File: config.mk
export PLATFORM = sky130hd
export DESIGN_NAME = instruction_fetch
export DESIGN_NICKNAME = d
export VERILOG_FILES = /design/src/rtl/CPU_package.sv /design/src/rtl/fetch_buffer.sv /design/src/rtl/instruction_fetch.sv
export SDC_FILE = /design/constraint.sdc
export NUM_CORES = 1
export LEC_CHECK = 0
export ABC_CLOCK_PERIOD_IN_PS = 6250
export BUFFER_PORTS_ARGS = -buffer_cell sky130_fd_sc_hd__buf_4
export CORE_MARGIN = 1.5
export CORE_UTILIZATION = 52
export CTS_CLUSTER_SIZE = 28
export DETAILED_ROUTE_END_ITERATION = 8
export PLACE_DENSITY = 0.9
export SYNTH_ARGS = -nofsm -noshare
export SYNTH_HDL_FRONTEND = slang
export SYNTH_SLANG_ARGS = --single-unit
export TNS_END_PERCENT = 5
File: constraint.sdc
create_clock -name clk -period 6.25 [get_ports clk]
set_clock_uncertainty 0.1 [all_clocks]
set_input_delay 0.3125 -clock clk [delete_from_list [all_inputs] [get_ports clk]]
set_output_delay 0.3125 -clock clk [all_outputs]
set_load 0.02 [all_outputs]
File: src/rtl/CPU_package.sv
// Shared CPU definitions used by the fetch stage and its output buffer.
// Holds the datapath widths, the fetch FSM state encoding and the entry
// type ({instruction, PC}) that travels from fetch to decode.
package CPU_package;

  localparam int DATA_WIDTH        = 32;
  localparam int ADDRESS_WIDTH     = 8;
  localparam int ADDRESS_MAX_WIDTH = 2 ** ADDRESS_WIDTH;

  typedef enum logic [1:0] {
    IDLE = 2'd0,
    RUN  = 2'd1,
    LOAD = 2'd2
  } fetch_state_t;

  typedef struct packed {
    logic [DATA_WIDTH-1:0]    data;
    logic [ADDRESS_WIDTH-1:0] pc;
  } fetch_entry_t;

endpackage

File: src/rtl/fetch_buffer.sv
// Small synchronous FIFO of fetch_entry_t between fetch and decode.
// Ports:
//   clk, rst_n  - clock, asynchronous active-low reset
//   flush       - drop all entries; wins over push and pop in the same cycle
//   push/push_entry - write one entry at the tail
//   pop         - remove the head entry (ignored when empty)
//   head        - current head entry
//   count       - number of stored entries
//   empty       - no entries stored
module fetch_buffer
  import CPU_package::*;
#(
  parameter int DEPTH = 2
) (
  input  logic                   clk,
  input  logic                   rst_n,
  input  logic                   flush,
  input  logic                   push,
  input  fetch_entry_t           push_entry,
  input  logic                   pop,
  output fetch_entry_t           head,
  output logic [$clog2(DEPTH):0] count,
  output logic                   empty
);

  localparam int PW = $clog2(DEPTH);
  localparam int CW = PW + 1;

  fetch_entry_t  mem_q [DEPTH];
  logic [PW-1:0] wr_ptr_q;
  logic [PW-1:0] rd_ptr_q;
  logic [CW-1:0] count_q;
  logic          do_push_s;
  logic          do_pop_s;

  assign do_push_s = push & ~flush;
  assign do_pop_s  = pop & ~flush & (count_q != {CW{1'b0}});

  // Storage, pointers and occupancy; pointers wrap naturally as DEPTH is a power of 2.
  always_ff @(posedge clk or negedge rst_n) begin
    if (!rst_n) begin
      for (int i = 0; i < DEPTH; i++) begin
        mem_q[i] <= '0;
      end
      wr_ptr_q <= {PW{1'b0}};
      rd_ptr_q <= {PW{1'b0}};
      count_q  <= {CW{1'b0}};
    end else if (flush) begin
      wr_ptr_q <= {PW{1'b0}};
      rd_ptr_q <= {PW{1'b0}};
      count_q  <= {CW{1'b0}};
    end else begin
      if (do_push_s) begin
        mem_q[wr_ptr_q] <= push_entry;
        wr_ptr_q        <= wr_ptr_q + PW'(1);
      end
      if (do_pop_s) begin
        rd_ptr_q <= rd_ptr_q + PW'(1);
      end
      count_q <= count_q + CW'(do_push_s) - CW'(do_pop_s);
    end
  end

  assign head  = mem_q[rd_ptr_q];
  assign count = count_q;
  assign empty = (count_q == {CW{1'b0}});

endmodule

File: src/rtl/instruction_fetch.sv
// Fetch stage in front of a 1-cycle-latency instruction memory.
// Owns the memory port (address_IM/we_IM/dataIM), issues sequential reads
// from pc_q while RUN, captures out_IM one cycle later and hands
// {instruction, PC} to decode through fetch_buffer (inst_valid/inst_ready).
// During LOAD the port is handed to the program loader (load_*).
// Optional performance counters are built only when FETCH_PERF_CNT_EN is
// defined; otherwise perf_fetched/perf_stall are constant 0.
// Ports: clk, rst_n, start, halt, redirect_valid/redirect_pc,
//   load_req/load_we/load_addr/load_data/load_done, address_IM, we_IM,
//   dataIM, out_IM, inst_valid, inst_ready, inst_data, inst_pc, load_busy,
//   perf_fetched, perf_stall.
module instruction_fetch
  import CPU_package::*;
#(
  parameter logic [ADDRESS_WIDTH-1:0] RESET_PC  = {ADDRESS_WIDTH{1'b0}},
  parameter int                       BUF_DEPTH = 2
) (
  input  logic                     clk,
  input  logic                     rst_n,
  input  logic                     start,
  input  logic                     halt,
  input  logic                     redirect_valid,
  input  logic [ADDRESS_WIDTH-1:0] redirect_pc,
  input  logic                     load_req,
  input  logic                     load_we,
  input  logic [ADDRESS_WIDTH-1:0] load_addr,
  input  logic [DATA_WIDTH-1:0]    load_data,
  input  logic                     load_done,
  output logic [ADDRESS_WIDTH-1:0] address_IM,
  output logic                     we_IM,
  output logic [DATA_WIDTH-1:0]    dataIM,
  input  logic [DATA_WIDTH-1:0]    out_IM,
  output logic                     inst_valid,
  input  logic                     inst_ready,
  output logic [DATA_WIDTH-1:0]    inst_data,
  output logic [ADDRESS_WIDTH-1:0] inst_pc,
  output logic                     load_busy,
  output logic [31:0]              perf_fetched,
  output logic [31:0]              perf_stall
);

  localparam int CW = $clog2(BUF_DEPTH) + 1;
  localparam int NW = CW + 1;

  fetch_state_t             state_q, state_d;
  logic [ADDRESS_WIDTH-1:0] pc_q, pc_d;
  logic [ADDRESS_WIDTH-1:0] tag_q, tag_d;
  logic                     inflight_q, inflight_d;

  logic                     pop_s;
  logic                     flush_s;
  logic                     issue_s;
  logic                     redirect_s;
  logic                     space_s;
  logic [NW-1:0]            need_s;
  logic [CW-1:0]            count_s;
  logic                     empty_s;
  fetch_entry_t             head_s;
  fetch_entry_t             push_entry_s;

  assign pop_s      = inst_valid & inst_ready;
  assign redirect_s = redirect_valid & (state_q != LOAD);
  // Entries that will occupy the buffer once the outstanding read lands.
  assign need_s     = NW'(count_s) - NW'(pop_s) + NW'(inflight_q);
  assign space_s    = (need_s < NW'(BUF_DEPTH));

  // Next-state, PC and issue decision.
  always_comb begin
    state_d    = state_q;
    pc_d       = pc_q;
    tag_d      = tag_q;
    inflight_d = 1'b0;
    flush_s    = 1'b0;
    issue_s    = 1'b0;
    case (state_q)
      IDLE: begin
        if (load_req) begin
          state_d = LOAD;
          flush_s = 1'b1;
        end else if (start) begin
          state_d = RUN;
        end else begin
          state_d = IDLE;
        end
      end
      RUN: begin
        if (load_req) begin
          state_d = LOAD;
          flush_s = 1'b1;
        end else if (halt) begin
          state_d = IDLE;
          flush_s = 1'b1;
        end else if (!redirect_s && space_s) begin
          issue_s = 1'b1;
        end else begin
          issue_s = 1'b0;
        end
      end
      LOAD: begin
        if (load_done) begin
          state_d = IDLE;
          pc_d    = RESET_PC;
        end else begin
          state_d = LOAD;
        end
      end
      default: begin
        state_d = IDLE;
        flush_s = 1'b1;
      end
    endcase
    // Redirect drops buffered entries and the read in flight.
    if (redirect_s) begin
      flush_s = 1'b1;
      pc_d    = redirect_pc;
    end else if (issue_s) begin
      pc_d       = pc_q + ADDRESS_WIDTH'(1);
      tag_d      = pc_q;
      inflight_d = 1'b1;
    end else begin
      inflight_d = 1'b0;
    end
  end

  // Fetch state registers.
  always_ff @(posedge clk or negedge rst_n) begin
    if (!rst_n) begin
      state_q    <= IDLE;
      pc_q       <= RESET_PC;
      tag_q      <= {ADDRESS_WIDTH{1'b0}};
      inflight_q <= 1'b0;
    end else begin
      state_q    <= state_d;
      pc_q       <= pc_d;
      tag_q      <= tag_d;
      inflight_q <= inflight_d;
    end
  end

  // Memory port mux between fetch and loader.
  always_comb begin
    if (state_q == LOAD) begin
      address_IM = load_addr;
      we_IM      = load_we;
      dataIM     = load_data;
    end else begin
      address_IM = pc_q;
      we_IM      = 1'b0;
      dataIM     = {DATA_WIDTH{1'b0}};
    end
  end

  assign push_entry_s.data = out_IM;
  assign push_entry_s.pc   = tag_q;

  fetch_buffer #(
    .DEPTH(BUF_DEPTH)
  ) u_buf (
    .clk       (clk),
    .rst_n     (rst_n),
    .flush     (flush_s),
    .push      (inflight_q),
    .push_entry(push_entry_s),
    .pop       (pop_s),
    .head      (head_s),
    .count     (count_s),
    .empty     (empty_s)
  );

  assign inst_valid = ~empty_s;
  assign inst_data  = head_s.data;
  assign inst_pc    = head_s.pc;
  assign load_busy  = (state_q == LOAD);

`ifdef FETCH_PERF_CNT_EN
  logic [31:0] perf_fetched_q;
  logic [31:0] perf_stall_q;

  // Accepted-instruction and decode-stall counters, wrapping at 2^32.
  always_ff @(posedge clk or negedge rst_n) begin
    if (!rst_n) begin
      perf_fetched_q <= 32'd0;
      perf_stall_q   <= 32'd0;
    end else begin
      if (pop_s) begin
        perf_fetched_q <= perf_fetched_q + 32'd1;
      end
      if ((state_q == RUN) && inst_valid && !inst_ready) begin
        perf_stall_q <= perf_stall_q + 32'd1;
      end
    end
  end

  assign perf_fetched = perf_fetched_q;
  assign perf_stall   = perf_stall_q;
`else
  assign perf_fetched = 32'd0;
  assign perf_stall   = 32'd0;
`endif

endmodule

Word level (Yosys, flattened, before mapping)
Cells that the tools add are included.
Widths: inputs -> output; s select.

operators by class
  $add $sub $neg = 7
  order comparisons = 4
  equal/unequal tests = 4
  multiplexer cells = 35
  bitwise operators = 10
  reduce and logical (&&, ||, !) cells = 13

operator list
  cell                 count
  $mux 40              4
  $bwmux 80            1
  $demux 40 s1         1
  $mux 8               5
  $mux 32              1
  $mux 1               16
  $mux 2               5
  $add 8x1->8 const B  1
  $pmux 2 s3           1
  $reduce_and 2->1     3
  $reduce_bool 2->1    3
  $reduce_bool 3->1    2
  $and 1x1->1          5
  $ge 2x2->1 const B   2
  $logic_not 2->1      2
  $not 1->2            2
  $add 3x1->3          1
  $lt 3x2->1 const B   1
  $ne 3x3->1 const B   1
  $not 1->1            3
  $pmux 1 s3           1
  $sub 2x1->3          1
  $add 1x1->1 const B  2
  $add 2x1->2          1
  other kinds (7)      8

word-level totals
  register bits = 103
  input port bits = 89
  output and inout port bits = 147
  logic and storage cells = 84

Longest topological paths before layout
Gate-level depths: netlist (run 1).

  depth after elaboration = 13
  depth in mapped cells = 11
  depth with buffers taken out = 10

Modules after synthesis
From an unflattened synthesis (run 1), not the netlist that was laid out.

unflattened totals
  cell total of the unflattened synthesis = 469
  area, all modules = 5,511.5 um^2

modules (own cells, without submodules)
  module             times used  cells each  area each (um^2)  seq. area each (um^2)
  fetch_buffer       1           235         3,709.8           2,102.0
  instruction_fetch  1           234         1,801.7           475.5

Worst setup path before layout (run 1)
OpenSTA, ideal clock, no wires.

  path type = register to register
  start point = register u_buf.count_q[1] (netlist: u_buf.count[1])
  end point = register pc_q[6]
  setup time = 0.069 ns
  data arrival time = 2.844 ns
  data required time = 6.081 ns
  setup slack = 3.237 ns
  stages on the path, launching flop included = 11
  path buffers = 0
  clock period less this slack = 3.013 ns
  cell sequence = dfrtp_1 -> or2_2 -> nand2_1 -> inv_1 -> ha_1 -> nand2b_1 -> fa_1 -> xnor2_1 -> nand2_2 -> or4_1 -> nand3_1

between the ends
  cells in the longest elaborated chain, start to end = 13
  elaborated cells on any way between the ends = 16
  those cells by class = 2 x add/sub; 1 x order compare; 6 x mux; 2 x bitwise; 5 x reduce/logical

ends and longest elaborated chain
  what                                                   line                      source
  start: declaration                                     fetch_buffer.sv:32        logic [CW-1:0] count_q;
  start signal: assignment                               fetch_buffer.sv:47        count_q <= {CW{1'b0}};
  start signal: assignment                               fetch_buffer.sv:51        count_q <= {CW{1'b0}};
  start signal: assignment                               fetch_buffer.sv:60        count_q <= count_q + CW'(do_push_s) - CW'(do_pop_s);
  $logic_not 2->1 (*)                                    fetch_buffer.sv:66        assign empty = (count_q == {CW{1'b0}});
  $not 1->1 (*)                                          instruction_fetch.sv:170  assign inst_valid = ~empty_s;
  net inst_valid                                         instruction_fetch.sv:33   output logic inst_valid,
  $and 1x1->1 (*)                                        instruction_fetch.sv:61   assign pop_s = inst_valid & inst_ready;
  $sub 2x1->3 (*)                                        instruction_fetch.sv:64   assign need_s = NW'(count_s) - NW'(pop_s) + NW'(inflight_q);
  $add 3x1->3 (*)                                        instruction_fetch.sv:64
  $lt 3x2->1 (*)                                         instruction_fetch.sv:65   assign space_s = (need_s < NW'(BUF_DEPTH));
  $logic_and 1x1->1 (*)                                  instruction_fetch.sv:93   end else if (!redirect_s && space_s) begin
  $mux 1 (*)                                             instruction_fetch.sv:93
  $mux 1 (*)                                             instruction_fetch.sv:90   end else if (halt) begin
  $mux 1 (*)                                             instruction_fetch.sv:87   if (load_req) begin
  $mux 1 (*)                                             instruction_fetch.sv:75   case (state_q)
  $reduce_bool 3->1 (no line) or $mux 8 (tied branches)  n/a
  $reduce_and 2->1 (no line) or $mux 8 (tied branches)   n/a
  end signal: assignment                                 instruction_fetch.sv:134  pc_q <= pc_d;
  end: declaration                                       instruction_fetch.sv:46   logic [ADDRESS_WIDTH-1:0] pc_q, pc_d;

Mark *: on every way through the listed nets, which the timed path passes. The rest lies on a longest branch.
A chain may end at the register's enable or synchronous reset.

Worst setup path after layout (run 1)
  start point = register u_buf.count_q[1] (netlist: u_buf.count[1])
  end point = register tag_q[4]

between the ends
  cells in the longest elaborated chain, start to end = 12

ends and longest elaborated chain
  what                            line                      source
  $logic_not 2->1                 fetch_buffer.sv:66
  $not 1->1                       instruction_fetch.sv:170
  $and 1x1->1                     instruction_fetch.sv:61
  $sub 2x1->3 (*)                 instruction_fetch.sv:64
  $add 3x1->3 (*)                 instruction_fetch.sv:64
  $lt 3x2->1 (*)                  instruction_fetch.sv:65
  $logic_and 1x1->1 (*)           instruction_fetch.sv:93
  $mux 1 (*)                      instruction_fetch.sv:93
  $mux 1 (*)                      instruction_fetch.sv:90
  $mux 1 (*)                      instruction_fetch.sv:87
  $mux 1 (*)                      instruction_fetch.sv:75
  $reduce_and 2->1 (no line) (*)  n/a
  end signal: assignment          instruction_fetch.sv:130  tag_q <= {ADDRESS_WIDTH{1'b0}};
  end signal: assignment          instruction_fetch.sv:135  tag_q <= tag_d;
  end: declaration                instruction_fetch.sv:47   logic [ADDRESS_WIDTH-1:0] tag_q, tag_d;

Every way passes the cells marked *; elsewhere a longest branch is shown, timed or not.

==> reports/metrics.cfg, run 1 <==
[worst_setup_path]
path_buf_inv=1
end_kind=flip-flop
rr_worst_depth=9
crit_chain=or2_2, nand2_1, inv_1, ha_1, nand2b_1, fa_1, xnor2_1, nand3_1, mux2_2
crit_family=simple AND/OR/NAND/NOR gates
critPathLaunchType=flip-flop
crit_path_top_delay_cell=nand3_1
cp.required_ns=6.39
worstPathArrival_ns=3.60
regToRegStartpoint=u_buf.count[1]$_DFF_PN0_
slowest_delay_ns=0.53
rr_endpoint=tag_q[4]$_DFFE_PN0P_
critical_path_class=flip-flop to flip-flop
crit_fanout=11
r2r_slack_ns=2.80

[global_routing]
track_usage_pct=21.2
grt_max_degree=86
grt_pass1_wl_um=18500
grt_overflow_total=0
antenna_found_initial=0
grt_pass1_vias=3785

[pwr]
power_density_mw_per_mm2=263
vdd_ir_drop_max_mv=0.129
p_leak_uw=0.00371

[synthesis]
syn-cell-area_mm2=0.00546
ys_warn_count=0
synth_seq_area_share_pct=47.2
ys_types=40
synth-main-ff-cell=dfrtp_1
async_flop_share_pct=100
synth-edff-count=0
synthCells=439
synth-seq-cells=103
syn_area_per_cell_um2=12.4

[place]
place_hpwl_um=8640
place_congestion=0.872
place_ws_ns=2.83
io_buffers=171

[die]
die_h_um=105
core_region_area_mm2=0.0102
start_util_pct=53.3
rows=37
die_w_um=105
die-area_mm2=0.0111
io_pins=236

[sta]
min_period_ns=3.45
setup_viol=0
fin_setup_tns_ns=0
rsz0062_at_grt=no
slew_headroom_pct=17.6
fin_crit_sh_pct=55.2
maxSlewViolCount=0
hold_violations=0
fin_ws_ns=2.80
worstMarginPinSlew_ns=1.23
clock.fmax_mhz=290

[detailed_routing]
antenna_left=0
wl_per_cell_um=15.7
vias_per_cell=4.96
route.vias.total=3683
wl_um=11700
drc=0
drt_pre_antenna_iters=4
drt_iter0_drc=161

[finish]
syn2layout_area_growth_pct=25.6
layout_common_cells=buf_4 (173), mux2_2 (136), dfrtp_1 (102), conb_1 (64), and2_1 (36)
nets=696
drive_gt1_share_pct=54.4
diodes=0
final_common_cell=buf_4

[clocking]
htree_levels=3
clk_pin_slew_ns=0.09
cts_resized=0
holdBufCountCts=1
root_buffer=clkbuf_8
cts_sinks=103
cts_buffers=9
insertion_delay_ns=0.36
cts_buffer_depth=2
post_cts_buffers=0
cts_tree=yes

[outcome]
status=complete, no violations

[worst_hold_path]
min_to=state_q[1]$_DFFE_PN0P_
hold_depth=2
hp-start=load_done
hold_class=input pin to flip-flop

[job]
cap_violations=0

-- logic make-up (layout without fill, tap and decap cells) --
| kind of cell | after synthesis | after routing | share of synthesized area (%) |
|---|---|---|---|
| XOR/XNOR | 7 | 7 | 1.12 |
| AO/OA/AOI/OAI | 21 | 21 | 2.73 |
| other | 1 | 64 | 0.0687 |
| AND/OR/NAND/NOR | 71 | 71 | 7.94 |
| flip-flops | 103 | 103 | 47.2 |
| buffers and inverters | 93 | 198 | 11.2 |
| multiplexers | 138 | 138 | 28.4 |
| adder cells (fa/ha/maj) | 5 | 5 | 1.28 |
-- synthesized netlist by cell type (4+ instances only) --
| cell type | instances | area share, % |
|---|---|---|
| mux2_2 | 136 | 28 |
| dfrtp_1 | 103 | 47 |
| buf_4 | 64 | 8.8 |
| and2_1 | 36 | 4.1 |
| buf_2 | 10 | 0.92 |
| inv_1 | 8 | 0.55 |
| clkbuf_1 | 7 | 0.48 |
| nand3_1 | 6 | 0.55 |
| nor2_1 | 6 | 0.41 |
| o21ai_0 | 6 | 0.55 |
| ha_1 | 4 | 0.92 |
| nand2_1 | 4 | 0.28 |
| nor2b_1 | 4 | 0.46 |
| xor2_1 | 4 | 0.64 |
-- metrics by stage --
step           hold slack (ns)  power, µW  instance area [µm²]  util [%]  std cells
2_1_floorplan          -0.0831       1120                 5690         -        502
3_3_place_gp            0.0877       1300                 6590      64.4        726
3_5_place_dp            0.0940       1310                 6590      64.4        726
4_1_cts                 0.0254       1820                 6850      67.0        743
5_1_grt                 0.0300       1880                 6850      67.0        743
6_report                0.0382       1800                 6850      67.0        743
-- per-layer routing --
metal	track usage [%]	vias up	wire, µm
met5	0	-	0
met4	8.61	0	272
met3	3.46	14	690
met2	39.5	155	6270
met1	24.1	1809	4420
li1	-	1705	-
-- state kept, by name (all words and copies together), names as in the netlist --
name / count
tag_q: 8
state_q: 2
u_buf.wr_ptr_q: 1
u_buf.count: 2
inflight_q: 1
u_buf.mem_q: 80
pc_q: 8
u_buf.rd_ptr_q: 1
-- worst register-to-register path, stage by stage (launching register included) --
cell	delay [ns]
dfrtp_1	0.45
or2_2	0.33
nand2_1	0.13
inv_1	0.06
ha_1	0.26
nand2b_1	0.15
fa_1	0.38
xnor2_1	0.52
nand3_1	0.53
mux2_2	0.43
-- how the worst max path moves through the flow --
stage                             start                    to  slack [ns]  cells past startpoint
3_3_place_gp   u_buf.count[1]$_DFF_PN0_  tag_q[7]$_DFFE_PN0P_        2.93                      9
6_report       u_buf.count[1]$_DFF_PN0_  tag_q[4]$_DFFE_PN0P_        2.80                      9
5_1_grt        u_buf.count[1]$_DFF_PN0_  tag_q[3]$_DFFE_PN0P_        2.54                      9
2_1_floorplan  u_buf.count[1]$_DFF_PN0_   pc_q[6]$_DFFE_PN0P_        3.24                     10
3_5_place_dp   u_buf.count[1]$_DFF_PN0_  tag_q[3]$_DFFE_PN0P_        2.83                      9
4_1_cts        u_buf.count[1]$_DFF_PN0_  tag_q[3]$_DFFE_PN0P_        2.80                      9
-- final cells by class --
cell class,instances,area (µm²)
Clock buffer,12,155
Sequential cell,103,2580
Multi-Input combinational cell,306,2510
Tap cell,136,170
Timing Repair Buffer,174,1310
Inverter,8,30.0
Fill cell,745,3380
Clock inverter,4,98.8
-- power breakdown --
| group | switching, µW | internal (µW) | leakage (µW) |
|---|---|---|---|
| Clock | 215 | 290 | 0.000127 |
| Sequential | 57.3 | 733 | 0.00141 |
| Combinational | 261 | 246 | 0.00218 |
Note: power is estimated with default switching activity, not from simulation.
==> run 2, diff against run 1 <==
--- a/config.mk
+++ b/config.mk
@@ -5,13 +5,14 @@
 export SDC_FILE = /design/constraint.sdc
 export NUM_CORES = 1
 export LEC_CHECK = 0
-export ABC_CLOCK_PERIOD_IN_PS = 6250
+export ABC_AREA = 1
+export ABC_CLOCK_PERIOD_IN_PS = 3160
 export BUFFER_PORTS_ARGS = -buffer_cell sky130_fd_sc_hd__buf_4
 export CORE_MARGIN = 1.5
-export CORE_UTILIZATION = 52
+export CORE_UTILIZATION = 44
 export CTS_CLUSTER_SIZE = 28
 export DETAILED_ROUTE_END_ITERATION = 8
-export PLACE_DENSITY = 0.9
+export PLACE_DENSITY = 0.81
 export SYNTH_ARGS = -nofsm -noshare
 export SYNTH_HDL_FRONTEND = slang
 export SYNTH_SLANG_ARGS = --single-unit
==> constraint.sdc (replaced) <==
create_clock -name clk -period 3.16 [get_ports clk]
set_clock_uncertainty 0.1 [all_clocks]
set_input_delay 0.158 -clock clk [delete_from_list [all_inputs] [get_ports clk]]
set_output_delay 0.158 -clock clk [all_outputs]
set_load 0.02 [all_outputs]
==> run 2 against run 1 <==
- global-route usage shrank 1.4 points
- cell area grew 9.5%
- flip-flop and latch count is the same
- sequential share of layout area shrank 3.3 points
- critical path depth grew 5
- non-clock buffer count grew 45
- die area grew 21%
- highest routed layer unchanged
- wire length grew 14%
==> reports/metrics.cfg, run 2 <==
[finish]
drive_gt1_share_pct=21.2  ; -33 points
reg_top3=u_buf.mem_q: 80 flops, pc_q: 8 flops, tag_q: 8 flops
largest_register_ffs=80  ; unchanged
final_common_cell=buf_4
fillers=1140  ; +53%
stdcell_area_mm2=0.00750  ; +9.5%
syn2layout_area_growth_pct=34.1
diodes=0  ; unchanged
top_register=u_buf.mem_q
layout_common_cells=buf_4 (179), nand2_1 (172), o21ai_0 (141), inv_1 (139), dfrtp_1 (102)
instances_no_fill=1125  ; +51%
nets=1044  ; +50%

[worst_setup_path]
crit_chain=inv_1, nand2_1, nand2_1, inv_1, ha_1, or2_2, fa_1, nand2_1, nor2_1, nand2_1, nand2_2, nand2_1, nor2_1, nor2_1
worstPathArrival_ns=2.89  ; -0.71 ns
crit_top_cell=nand2_1
end_kind=flip-flop
crit_path_top_delay_cell=fa_1
critical_path_class=flip-flop to flip-flop
cp.required_ns=3.29  ; -3.10 ns
slowest_delay_ns=0.51  ; -0.02 ns
crit_fanout=11  ; unchanged
critPathLaunchType=flip-flop

[clocking]
cts_sinks=103  ; unchanged
cts_tree=yes
cts_buffers=9  ; unchanged
cts_buffer_depth=2  ; unchanged
htree_levels=3  ; unchanged
clk_pin_slew_ns=0.07  ; -0.02 ns
root_buffer=clkbuf_16
insertion_delay_ns=0.34  ; -0.02 ns

[synthesis]
synth_seq_area_share_pct=46.1  ; -1.2 points
synth-main-ff-cell=dfrtp_1
ys_types=26  ; -35%
ys_top_cells_by_area=dfrtp_1 (46%), o21ai_0 (13%), nand2_1 (12%), inv_1 (9.3%), buf_4 (8.6%)
async_flop_share_pct=100  ; unchanged
yosysMostFrequentCell=nand2_1
synthCells=754  ; +72%
syn-cell-area_mm2=0.00560  ; +2.6%
synth-edff-count=0  ; unchanged
syn_area_per_cell_um2=7.42  ; -40%
synthTopCellsByCount=nand2_1 (173), o21ai_0 (141), inv_1 (139), dfrtp_1 (103), nor2_1 (67)
synth-seq-cells=103  ; unchanged
ys_warn_count=0  ; unchanged
synth_top_area_share_pct=46.1  ; -1.2 points
yosysTopAreaCell=dfrtp_1

[detailed_routing]
antenna_left=0  ; unchanged
route.vias.total=5014  ; +36%
vias_per_cell=4.46  ; -10%
wl_per_cell_um=11.8  ; -25%
wl_um=13200  ; +14%
drt_pre_antenna_iters=5  ; +1
drc=0  ; unchanged
drt_iter0_drc=410  ; +150%

[place]
place_congestion=0.811  ; -7.0%
place_area_mm2=0.00681  ; +3.3%
io_buffers=171  ; unchanged
place_hpwl_um=9180  ; +6.2%
place_ws_ns=0.295  ; -2.54 ns
dpl.cell_count=1073  ; +48%

[sta]
fin_ws_ns=0.394  ; -2.40 ns
slew_headroom_pct=44.4  ; +27 points
holdWs_ns=0.0433  ; +0.00510 ns
hold_violations=0  ; unchanged
min_period_ns=2.77  ; -0.687 ns
clock.fmax_mhz=362  ; +25%
fin_crit_sh_pct=87.5  ; +32 points
setup_viol=0  ; unchanged
maxSlewViolCount=0  ; unchanged
worstMarginPinSlew_ns=0.834  ; -0.396 ns
rsz0062_at_grt=no
fin_setup_tns_ns=0  ; unchanged

[job]
cap_violations=0  ; unchanged

[die]
die-area_mm2=0.0134  ; +21%
core_region_area_mm2=0.0125  ; +22%
rows=41  ; +11%
die_w_um=116  ; +9.8%
io_pins=236  ; unchanged
die_h_um=116  ; +9.8%
start_util_pct=44.7  ; -8.6 points

[global_routing]
grt_pass1_wl_um=20900  ; +13%
grt_pass1_vias=4644  ; +23%
track_usage_pct=19.8  ; -1.4 points
grt_overflow_total=0  ; unchanged
antenna_found_initial=0  ; unchanged
grt_max_degree=67  ; -22%

[outcome]
status=complete, no violations

[worst_hold_path]
hold_class=input pin to flip-flop

[pwr]
power_density_mw_per_mm2=571  ; +120%
p_leak_uw=0.00393  ; +5.8%
vdd_ir_drop_max_mv=0.229  ; +78%

[run 2: changes by cell type in the layout (fill, tap and decap cells not counted), sizes merged, moves of 4 or more]
cell / change
nor2: +61
nor2b: -4
o21ai: +137
nand2: +169
inv: +130
and2: -36
mux2: -136
buf: +8
dlygate4sd3: +37
[run 2: layout make-up]
cell class | instances | area [µm²] | share of cell area [%]
multi-input combinational | 477 | 2110 | 28.1
clock buffer | 11 | 243 | 3.23
clock inverter | 3 | 68.8 | 0.917
sequential | 103 | 2580 | 34.4
inverter | 140 | 526 | 7.00
timing repair buffer | 219 | 1760 | 23.5
tap | 172 | 215 | 2.87
[run 2: path summary, 6_finish.rpt]
path	start	cells after the start	slack, ns	endpoint
min in group asynchronous	rst_n	2	0.37	u_buf.mem_q[18]$_DFFE_PN0P_
min reg2reg	tag_q[5]$_DFFE_PN0P_	2	0.42	tag_q[5]$_DFFE_PN0P_
max in group asynchronous	rst_n	3	1.78	u_buf.mem_q[30]$_DFFE_PN0P_
min	redirect_pc[1]	5	0.04	pc_q[1]$_DFFE_PN0P_
max reg2reg	u_buf.count[1]$_DFF_PN0_	14	0.39	pc_q[7]$_DFFE_PN0P_
max	u_buf.count[1]$_DFF_PN0_	14	0.39	pc_q[7]$_DFFE_PN0P_
[run 2: where the power goes]
part           total, µW  internal, µW  switching, µW
clock network       1170           709            460
registers           1680          1560            125
logic               1440           570            867
[run 2: per-layer routing]
| layer | share of wire, % | up-vias | global-route usage, % |
|---|---|---|---|
| met4 | 1.4 | 0 | 5.77 |
| met5 | 0 | - | 0 |
| met1 | 42 | 2271 | 24.4 |
| li1 | - | 2534 | - |
| met3 | 6.1 | 20 | 4.03 |
| met2 | 50 | 189 | 35.3 |
[run 2: logic make-up after synthesis]
group	share of synthesized area [%]
and+or+nand+nor	18.0
buffers and inverters	20.5
AOI/OAI and AO/OA	13.3
DFF	46.1
xor gates and xnor gates	0.783
adders and majority gates	1.25
other	0.0670
[run 2: timing repair]
item | 4_1_cts | 5_1_grt
endpoints found under the hold margin | 122 | 0
setup endpoints to repair | 0 | 4
setup buffers | 0 | 0
hold buffers | 38 | 0
gates resized for setup | 0 | 1
[run 2: worst max-delay path: cells and delay by family (launching register included)]
| family | cells | cell delay, ns |
|---|---|---|
| simple gates | 10 | 1.21 |
| fa+ha+maj | 2 | 0.77 |
| flops | 1 | 0.43 |
| buf+inv | 2 | 0.14 |
[run 2: per-stage QoR]
stage,utilization (%),power [µW]
3_3_place_gp,54.4,3060
3_5_place_dp,54.4,3090
5_1_grt,60.0,4550
2_1_floorplan,-,2540
6_report,60.0,4290
4_1_cts,59.9,4310
